## src/rtl/lmfc_if.sv

```systemverilog
// SYSREF input, LMFC configuration and LMFC/alignment status of the lmfc_tracker.
// The tracker connects through the slave modport; the driving side uses the master modport.
interface lmfc_if #(
    parameter int CNT_WIDTH      = 8,
    parameter int EDGE_CNT_WIDTH = 8
);
    logic                      sysref_i;
    logic [1:0]                cfg_mode_i;
    logic [CNT_WIDTH-1:0]      cfg_beats_i;
    logic [CNT_WIDTH-1:0]      cfg_offset_i;
    logic                      cfg_rearm_i;
    logic                      err_clear_i;
    logic                      lmfc_pulse_o;
    logic [CNT_WIDTH-1:0]      lmfc_counter_o;
    logic                      lmfc_valid_o;
    logic                      sysref_aligned_o;
    logic                      sysref_err_o;
    logic [CNT_WIDTH-1:0]      sysref_err_phase_o;
    logic                      cfg_err_o;
    logic [EDGE_CNT_WIDTH-1:0] sysref_cnt_o;

    modport master (
        output sysref_i, cfg_mode_i, cfg_beats_i, cfg_offset_i, cfg_rearm_i, err_clear_i,
        input  lmfc_pulse_o, lmfc_counter_o, lmfc_valid_o, sysref_aligned_o,
               sysref_err_o, sysref_err_phase_o, cfg_err_o, sysref_cnt_o
    );

    modport slave (
        input  sysref_i, cfg_mode_i, cfg_beats_i, cfg_offset_i, cfg_rearm_i, err_clear_i,
        output lmfc_pulse_o, lmfc_counter_o, lmfc_valid_o, sysref_aligned_o,
               sysref_err_o, sysref_err_phase_o, cfg_err_o, sysref_cnt_o
    );
endinterface

```

## src/rtl/lmfc_tracker.sv

```systemverilog
// Local multiframe clock generator: synchronises SYSREF, aligns the LMFC counter to it
// with a programmable offset, checks every SYSREF edge against the running phase.
module lmfc_tracker #(
    parameter int CNT_WIDTH      = 8,
    parameter int SYNC_STAGES    = 2,
    parameter int EDGE_CNT_WIDTH = 8
) (
    input  logic  clk_i,
    input  logic  rst_ni,
    lmfc_if.slave bus
);
    localparam logic [CNT_WIDTH-1:0]      CNT_ZERO  = {CNT_WIDTH{1'b0}};
    localparam logic [CNT_WIDTH-1:0]      CNT_ONE   = {{(CNT_WIDTH-1){1'b0}}, 1'b1};
    localparam logic [EDGE_CNT_WIDTH-1:0] EDGE_ZERO = {EDGE_CNT_WIDTH{1'b0}};
    localparam logic [EDGE_CNT_WIDTH-1:0] EDGE_ONE  = {{(EDGE_CNT_WIDTH-1){1'b0}}, 1'b1};
    localparam logic [EDGE_CNT_WIDTH-1:0] EDGE_MAX  = {EDGE_CNT_WIDTH{1'b1}};

    logic [SYNC_STAGES-1:0]    sync_q, sync_d;
    logic                      hist_q, hist_d;
    logic [CNT_WIDTH-1:0]      cnt_q, cnt_d;
    logic                      valid_q, valid_d;
    logic                      armed_q, armed_d;
    logic                      aligned_q, aligned_d;
    logic                      err_q, err_d;
    logic [CNT_WIDTH-1:0]      phase_q, phase_d;
    logic                      cfg_err_q, cfg_err_d;
    logic [EDGE_CNT_WIDTH-1:0] ecnt_q, ecnt_d;
    logic                      pulse_q, pulse_d;

    logic                      edge_s, oneshot_s, cont_s, active_edge_s;
    logic                      armed_eff_s, do_load_s, do_check_s, offset_bad_s;
    logic [CNT_WIDTH-1:0]      term_s, next_cnt_s, load_val_s;

    // Mode decode; the reserved encoding behaves like off.
    always_comb begin
        oneshot_s = 1'b0;
        cont_s    = 1'b0;
        case (bus.cfg_mode_i)
            2'b01:   oneshot_s = 1'b1;
            2'b10:   cont_s    = 1'b1;
            default: begin
                oneshot_s = 1'b0;
                cont_s    = 1'b0;
            end
        endcase
    end

    // Next-state logic for synchroniser, counter, alignment and status.
    always_comb begin
        sync_d        = {sync_q[SYNC_STAGES-2:0], bus.sysref_i};
        hist_d        = sync_q[SYNC_STAGES-1];
        edge_s        = sync_q[SYNC_STAGES-1] & ~hist_q;
        active_edge_s = edge_s & (oneshot_s | cont_s);

        // beats==0 wraps the terminal value to all-ones, i.e. a full 2^CNT_WIDTH multiframe.
        term_s       = bus.cfg_beats_i - CNT_ONE;
        next_cnt_s   = (cnt_q == term_s) ? CNT_ZERO : cnt_q + CNT_ONE;
        offset_bad_s = (bus.cfg_beats_i != CNT_ZERO) && (bus.cfg_offset_i > term_s);
        load_val_s   = offset_bad_s ? CNT_ZERO : bus.cfg_offset_i;

        // A rearm landing on the same cycle as an edge still counts as armed for that edge.
        armed_eff_s = armed_q | bus.cfg_rearm_i;
        do_load_s   = edge_s & ((oneshot_s & armed_eff_s) | cont_s);
        do_check_s  = edge_s & valid_q & ((oneshot_s & ~armed_eff_s) | cont_s);

        cnt_d     = next_cnt_s;
        valid_d   = valid_q;
        armed_d   = armed_eff_s;
        aligned_d = aligned_q;
        err_d     = bus.err_clear_i ? 1'b0 : err_q;
        phase_d   = bus.err_clear_i ? CNT_ZERO : phase_q;
        cfg_err_d = bus.err_clear_i ? 1'b0 : cfg_err_q;
        pulse_d   = (cnt_q == CNT_ZERO) & valid_q;

        if (do_check_s) begin
            if (next_cnt_s == load_val_s) begin
                aligned_d = 1'b1;
            end else begin
                aligned_d = 1'b0;
                err_d     = 1'b1;
                phase_d   = next_cnt_s;
            end
        end else begin
            aligned_d = aligned_q;
        end

        if (do_load_s) begin
            cnt_d   = load_val_s;
            valid_d = 1'b1;
            if (oneshot_s) begin
                armed_d = 1'b0;
            end else begin
                armed_d = armed_eff_s;
            end
            if (!do_check_s) begin
                aligned_d = 1'b1;
            end else begin
                aligned_d = aligned_d;
            end
            if (offset_bad_s) begin
                cfg_err_d = 1'b1;
            end else begin
                cfg_err_d = cfg_err_d;
            end
        end else begin
            cnt_d = next_cnt_s;
        end

        if (active_edge_s) begin
            if (bus.err_clear_i) begin
                ecnt_d = EDGE_ONE;
            end else if (ecnt_q != EDGE_MAX) begin
                ecnt_d = ecnt_q + EDGE_ONE;
            end else begin
                ecnt_d = EDGE_MAX;
            end
        end else if (bus.err_clear_i) begin
            ecnt_d = EDGE_ZERO;
        end else begin
            ecnt_d = ecnt_q;
        end
    end

    // State registers; reset leaves the tracker armed for its first one-shot alignment.
    always_ff @(posedge clk_i or negedge rst_ni) begin
        if (!rst_ni) begin
            sync_q    <= {SYNC_STAGES{1'b0}};
            hist_q    <= 1'b0;
            cnt_q     <= CNT_ZERO;
            valid_q   <= 1'b0;
            armed_q   <= 1'b1;
            aligned_q <= 1'b0;
            err_q     <= 1'b0;
            phase_q   <= CNT_ZERO;
            cfg_err_q <= 1'b0;
            ecnt_q    <= EDGE_ZERO;
            pulse_q   <= 1'b0;
        end else begin
            sync_q    <= sync_d;
            hist_q    <= hist_d;
            cnt_q     <= cnt_d;
            valid_q   <= valid_d;
            armed_q   <= armed_d;
            aligned_q <= aligned_d;
            err_q     <= err_d;
            phase_q   <= phase_d;
            cfg_err_q <= cfg_err_d;
            ecnt_q    <= ecnt_d;
            pulse_q   <= pulse_d;
        end
    end

    assign bus.lmfc_pulse_o       = pulse_q;
    assign bus.lmfc_counter_o     = cnt_q;
    assign bus.lmfc_valid_o       = valid_q;
    assign bus.sysref_aligned_o   = aligned_q;
    assign bus.sysref_err_o       = err_q;
    assign bus.sysref_err_phase_o = phase_q;
    assign bus.cfg_err_o          = cfg_err_q;
    assign bus.sysref_cnt_o       = ecnt_q;
endmodule

```

## src/flat_wrapper.sv

```systemverilog
// flat-port wrapper written by rule: the top's interface ports become plain ports
module lmfc_tracker_flat 
#(
    parameter int CNT_WIDTH      = 8,
    parameter int SYNC_STAGES    = 2,
    parameter int EDGE_CNT_WIDTH = 8
)
  (clk_i, rst_ni, bus_sysref_i, bus_cfg_mode_i, bus_cfg_beats_i, bus_cfg_offset_i, bus_cfg_rearm_i, bus_err_clear_i, bus_lmfc_pulse_o, bus_lmfc_counter_o, bus_lmfc_valid_o, bus_sysref_aligned_o, bus_sysref_err_o, bus_sysref_err_phase_o, bus_cfg_err_o, bus_sysref_cnt_o);
  lmfc_if #(.CNT_WIDTH(CNT_WIDTH), .EDGE_CNT_WIDTH(EDGE_CNT_WIDTH)) bus_i ();
  input  logic clk_i;
  input  logic rst_ni;
  input wire logic [$bits(bus_i.sysref_i)-1:0] bus_sysref_i;
  input wire logic [$bits(bus_i.cfg_mode_i)-1:0] bus_cfg_mode_i;
  input wire logic [$bits(bus_i.cfg_beats_i)-1:0] bus_cfg_beats_i;
  input wire logic [$bits(bus_i.cfg_offset_i)-1:0] bus_cfg_offset_i;
  input wire logic [$bits(bus_i.cfg_rearm_i)-1:0] bus_cfg_rearm_i;
  input wire logic [$bits(bus_i.err_clear_i)-1:0] bus_err_clear_i;
  output wire logic [$bits(bus_i.lmfc_pulse_o)-1:0] bus_lmfc_pulse_o;
  output wire logic [$bits(bus_i.lmfc_counter_o)-1:0] bus_lmfc_counter_o;
  output wire logic [$bits(bus_i.lmfc_valid_o)-1:0] bus_lmfc_valid_o;
  output wire logic [$bits(bus_i.sysref_aligned_o)-1:0] bus_sysref_aligned_o;
  output wire logic [$bits(bus_i.sysref_err_o)-1:0] bus_sysref_err_o;
  output wire logic [$bits(bus_i.sysref_err_phase_o)-1:0] bus_sysref_err_phase_o;
  output wire logic [$bits(bus_i.cfg_err_o)-1:0] bus_cfg_err_o;
  output wire logic [$bits(bus_i.sysref_cnt_o)-1:0] bus_sysref_cnt_o;
  assign bus_i.sysref_i = bus_sysref_i;
  assign bus_i.cfg_mode_i = bus_cfg_mode_i;
  assign bus_i.cfg_beats_i = bus_cfg_beats_i;
  assign bus_i.cfg_offset_i = bus_cfg_offset_i;
  assign bus_i.cfg_rearm_i = bus_cfg_rearm_i;
  assign bus_i.err_clear_i = bus_err_clear_i;
  assign bus_lmfc_pulse_o = bus_i.lmfc_pulse_o;
  assign bus_lmfc_counter_o = bus_i.lmfc_counter_o;
  assign bus_lmfc_valid_o = bus_i.lmfc_valid_o;
  assign bus_sysref_aligned_o = bus_i.sysref_aligned_o;
  assign bus_sysref_err_o = bus_i.sysref_err_o;
  assign bus_sysref_err_phase_o = bus_i.sysref_err_phase_o;
  assign bus_cfg_err_o = bus_i.cfg_err_o;
  assign bus_sysref_cnt_o = bus_i.sysref_cnt_o;
  lmfc_tracker #(.CNT_WIDTH(CNT_WIDTH), .SYNC_STAGES(SYNC_STAGES), .EDGE_CNT_WIDTH(EDGE_CNT_WIDTH)) u_core (.clk_i(clk_i), .rst_ni(rst_ni), .bus(bus_i));
endmodule
```

## config.mk

```make
export PLATFORM = sky130hd
export DESIGN_NAME = lmfc_tracker_flat
export DESIGN_NICKNAME = d
export VERILOG_FILES = /design/src/rtl/lmfc_if.sv /design/src/rtl/lmfc_tracker.sv /design/src/flat_wrapper.sv
export SDC_FILE = /design/constraint.sdc
export NUM_CORES = 1
export LEC_CHECK = 0
export BUFFER_PORTS_ARGS = -buffer_cell sky130_fd_sc_hd__buf_2
export CORE_ASPECT_RATIO = 1.1
export CORE_MARGIN = 8
export CORE_UTILIZATION = 50
export DETAILED_ROUTE_END_ITERATION = 10
export HOLD_SLACK_MARGIN = 0.06
export PLACE_DENSITY = 0.74
export RECOVER_POWER = 50
export SETUP_SLACK_MARGIN = 0.2
export SYNTH_ARGS = -nofsm -noshare
export SYNTH_HDL_FRONTEND = slang
export SYNTH_SLANG_ARGS = --single-unit
```

## constraint.sdc

```tcl
create_clock -name clk_i -period 3.2 [get_ports clk_i]
set_clock_uncertainty 0.05 [all_clocks]
set_input_delay 0.16 -clock clk_i [delete_from_list [all_inputs] [get_ports clk_i]]
set_output_delay 0.16 -clock clk_i [all_outputs]
set_load 0.05 [all_outputs]
```

==> summary.md <==
| Metric | Value |
|---|---|
| Initial Util | 0.5224 |
| Hold Slack | a little under 80 ps |
| DIE WIDTH | 82.71 um |
| Nets | around 370 |
| Kind of critical path | in -> reg |
| Core area | between 4000 and 5000 um^2 |
| Synth unique cells | 56 |
| Ports | 52 |
| Placed instance count | ~380 |
| Setup WS post-layout | between 150 and 200 ps |
| CP required | between 3000 and 4000 ps |
| Synth warnings | 0 |
| Synth Instances | around 260 |
| Part of the cycle the worst path needs | 0.9495 |
| Avg WL per Cell | around 17 um |
| # diodes | 0 |
| First-pass GRT wire length | 10.47 mm |
| Vias per cell | 5.835 |
| Post-place instance area | between 2000 and 3000 um^2 |
| Area Overhead vs Synth | 24.03% |
| Final Power | 1.958 mW |
| Fmax | 329.1 MHz |
| DRT iter0 DRCs | 94 |
| Lkg Pwr | 1.408 nW |
| Part of the Yosys area used for sequential elements | 0.3379 |
| Non-Filler Instances | between 300 and 400 |
| # setup viols final | 0 |
| Largest net degree at the start of global routing | 34 |
| Final core utilization | 0.6480 |
| DRC violations left | 0 |
| Synthesized Nets | between 300 and 400 |
| Post-synth EDFFs | 0 |
| Setup_tns | 0 ps |
| Vias in the first global route | roughly 2,300 |
| Overflow after GRT | 0 |
| ANT nets after route | 0 |
| Post-DP HPWL | 5.102 mm |
| Post-synth top flop | dfrtp_1 |
| Die Ht | about 89 um |
| Max-slew violation count | 34 |
| Final Critical Period | between 3000 and 4000 ps |
| Setup crit end kind | register |
| Clock-pin slew on the worst setup and hold paths | 70 ps |
| RSZ-0062 raised after global routing | true |
| Worst slew margin | -0.1501 |
| Fill cells | 407 |
| DR vias | around 2,300 |
| Share of cells above drive strength 1 | 0.2711 |
| Max rail drop VDD | 0.3184 mV |
| Final Hold Viols | 0 |
| Rows | 26 |
| Crit path DAT | about 3200 ps |
| Mapped Avg Cell Area | between 9 and 10 um^2 |
| Clock tree buffer depth | 2 |
| Seq cells post-synth | 33 |
| R2R Setup Slk | 280 ps |
| Buffers on Ports | a little over 50 |
| Least-Margin Pin Slew | 1725 ps |
| Drt pass-1 iters | 4 |
| Critical path startpoint category | input pin |
| Status | complete, but fails checks |
| P per Cell Area | roughly 640 nW/um^2 |
| Post-route cell area | slightly above 3000 um^2 |
| Maxcap violations | 1 |
| GPL Wtd Cong | roughly 0.90 |
| Hold Path Class | in -> reg |
| WL final | between 6 and 7 mm |
| CTS tree | yes |
| Worst-Skew Late Latency | 280 ps |
| Gr usage total | 0.1794 |
| Clock sinks | 33 |
| Initial antenna violation count | 0 |
| DIE AREA | about 7400 um^2 |
| Cell Area, Synth | roughly 2400 um^2 |
| H-tree Lvls | 2 |
| CTS buffer count | 5 |
| Worst-path fanout max | 5 |
| Failing checks | max-capacitance violations, max-slew violations |
| Root Buffer | clkbuf_8 |
| Post-place setup slack | -121.5 ps |
| Asr flop ratio synth | 1.000 |
-- state kept, by name (all words and copies together) (netlist names) --
register and cells:
u_core.bus.sysref_err_phase_o 8, u_core.bus.sysref_err_o 1, u_core.bus.sysref_aligned_o 1, u_core.bus.lmfc_pulse_o 1
u_core.armed_q 1, u_core.bus.lmfc_valid_o 1, u_core.sync_q 2, u_core.hist_q 1
u_core.bus.sysref_cnt_o 8, u_core.bus.cfg_err_o 1, u_core.bus.lmfc_counter_o 8
-- report_power, final --
group	leakage, nW	switching (mW)	internal (mW)
Clock	0.0585	0.146	0.254
Sequential	0.426	0.106	0.481
Combinational	0.923	0.612	0.360
-- synthesized netlist by cell type, types with 3 or more instances --
cell type / instances / share of area
nor3_1: 5 / 0.010
dfrtp_1: 32 / 0.33
xor2_1: 8 / 0.029
clkbuf_1: 3 / 0.0046
a21oi_1: 10 / 0.020
nand3_1: 12 / 0.025
inv_1: 12 / 0.018
o2bb2ai_1: 3 / 0.011
ha_1: 15 / 0.077
o21ai_0: 13 / 0.027
nor2b_1: 3 / 0.0077
nor2_1: 20 / 0.031
xnor2_1: 9 / 0.032
a31oi_1: 11 / 0.028
and3_1: 3 / 0.0077
nand2_1: 36 / 0.055
buf_6: 3 / 0.014
a21o_1: 4 / 0.012
a211oi_1: 3 / 0.0092
mux2i_1: 7 / 0.029
a22o_1: 6 / 0.021
buf_2: 3 / 0.0061
or4_1: 3 / 0.0092
-- cell usage in the layout (no fill, tap or decap), types with 3 or more instances in the layout --
master     netlist  final
buf_4            1     17
o21ai_0         13     12
xor2_1           8      8
mux2i_1          7      7
a21o_1           4      4
nor3_1           5      5
a21oi_1         10      9
ha_1            15     14
buf_2            3     38
a22o_1           6      6
clkbuf_8         0      6
nand2_1         36     36
dfrtp_1         32     32
and3_1           3      3
nand3_1         12     12
xnor2_1          9      9
o2bb2ai_1        3      3
clkbuf_1         3     13
a31oi_1         11     10
inv_1           12     12
nor2b_1          3      3
nor2_1          20     18
-- routing by layer --
metal / track usage / up-vias / wire length (um)
li1: - / 1088 / -
met1: 0.2079 / 1080 / 2654
met2: 0.3076 / 77 / 3160
met3: 0.03421 / 19 / 441
met4: 0.08320 / 0 / 223
met5: 0 / - / 0
-- kinds of logic (layout without fill, tap and decap cells) --
| group | Yosys count | in the layout | synth area share |
|---|---|---|---|
| and+or+nand+nor | 102 | 102 | 0.2275 |
| AOI/OAI and AO/OA | 64 | 64 | 0.1871 |
| DFF | 33 | 33 | 0.3379 |
| buffers and inverters | 22 | 90 | 0.04601 |
| xor gates and xnor gates | 20 | 20 | 0.08998 |
| adders and majority gates | 15 | 15 | 0.07669 |
| muxes | 8 | 8 | 0.03476 |
-- critical path, stage by stage --
cell and delay (ps):
buf_2 130, or4_4 560, and2_4 190, ha_4 220, and4b_1 180, a211oi_2 300, o21bai_4 120, a2111oi_4 370
o32ai_2 150, a211oi_2 240, a31oi_2 160, buf_4 190, a21o_2 190
-- area by class of cell --
type,count,area [um^2],share of cell area
Clock buffer,7,86.33,0.02844
Clock inverter,1,30.03,0.009893
Inverter,12,45.04,0.01484
Multi-Input combinational cell,209,1579,0.5202
Sequential cell,33,827.0,0.2725
Tap cell,56,70.07,0.02308
Timing Repair Buffer,70,397.9,0.1311
-- path summary, 6_finish.rpt --
| kind | from | end | cells past startpoint |
|---|---|---|---|
| min in group asynchronous | rst_ni | u_core.hist_q$_DFF_PN0_ | 2 |
| hold reg to reg | u_core.sync_q[0]$_DFF_PN0_ | u_core.sync_q[1]$_DFF_PN0_ | 0 |
| setup reg to reg | u_core.bus.lmfc_counter_o[2]$_DFF_PN0_ | u_core.bus.sysref_err_o$_DFF_PN0_ | 9 |
| hold / removal | bus_err_clear_i | u_core.bus.sysref_cnt_o[6]$_DFFE_PN0P_ | 2 |
| setup / recovery | bus_cfg_beats_i[0] | u_core.bus.sysref_err_o$_DFF_PN0_ | 13 |
| max in group asynchronous | rst_ni | u_core.bus.lmfc_counter_o[3]$_DFF_PN0_ | 2 |
-- timing repair --
item,CTS,global route
resized for setup,0,8
hold buffers,2,0
buffers inserted,0,1
endpoints found under the setup margin,1,10
pin swaps,0,3
hold endpoints to repair,33,0
Power figures use the tool's default switching activity.
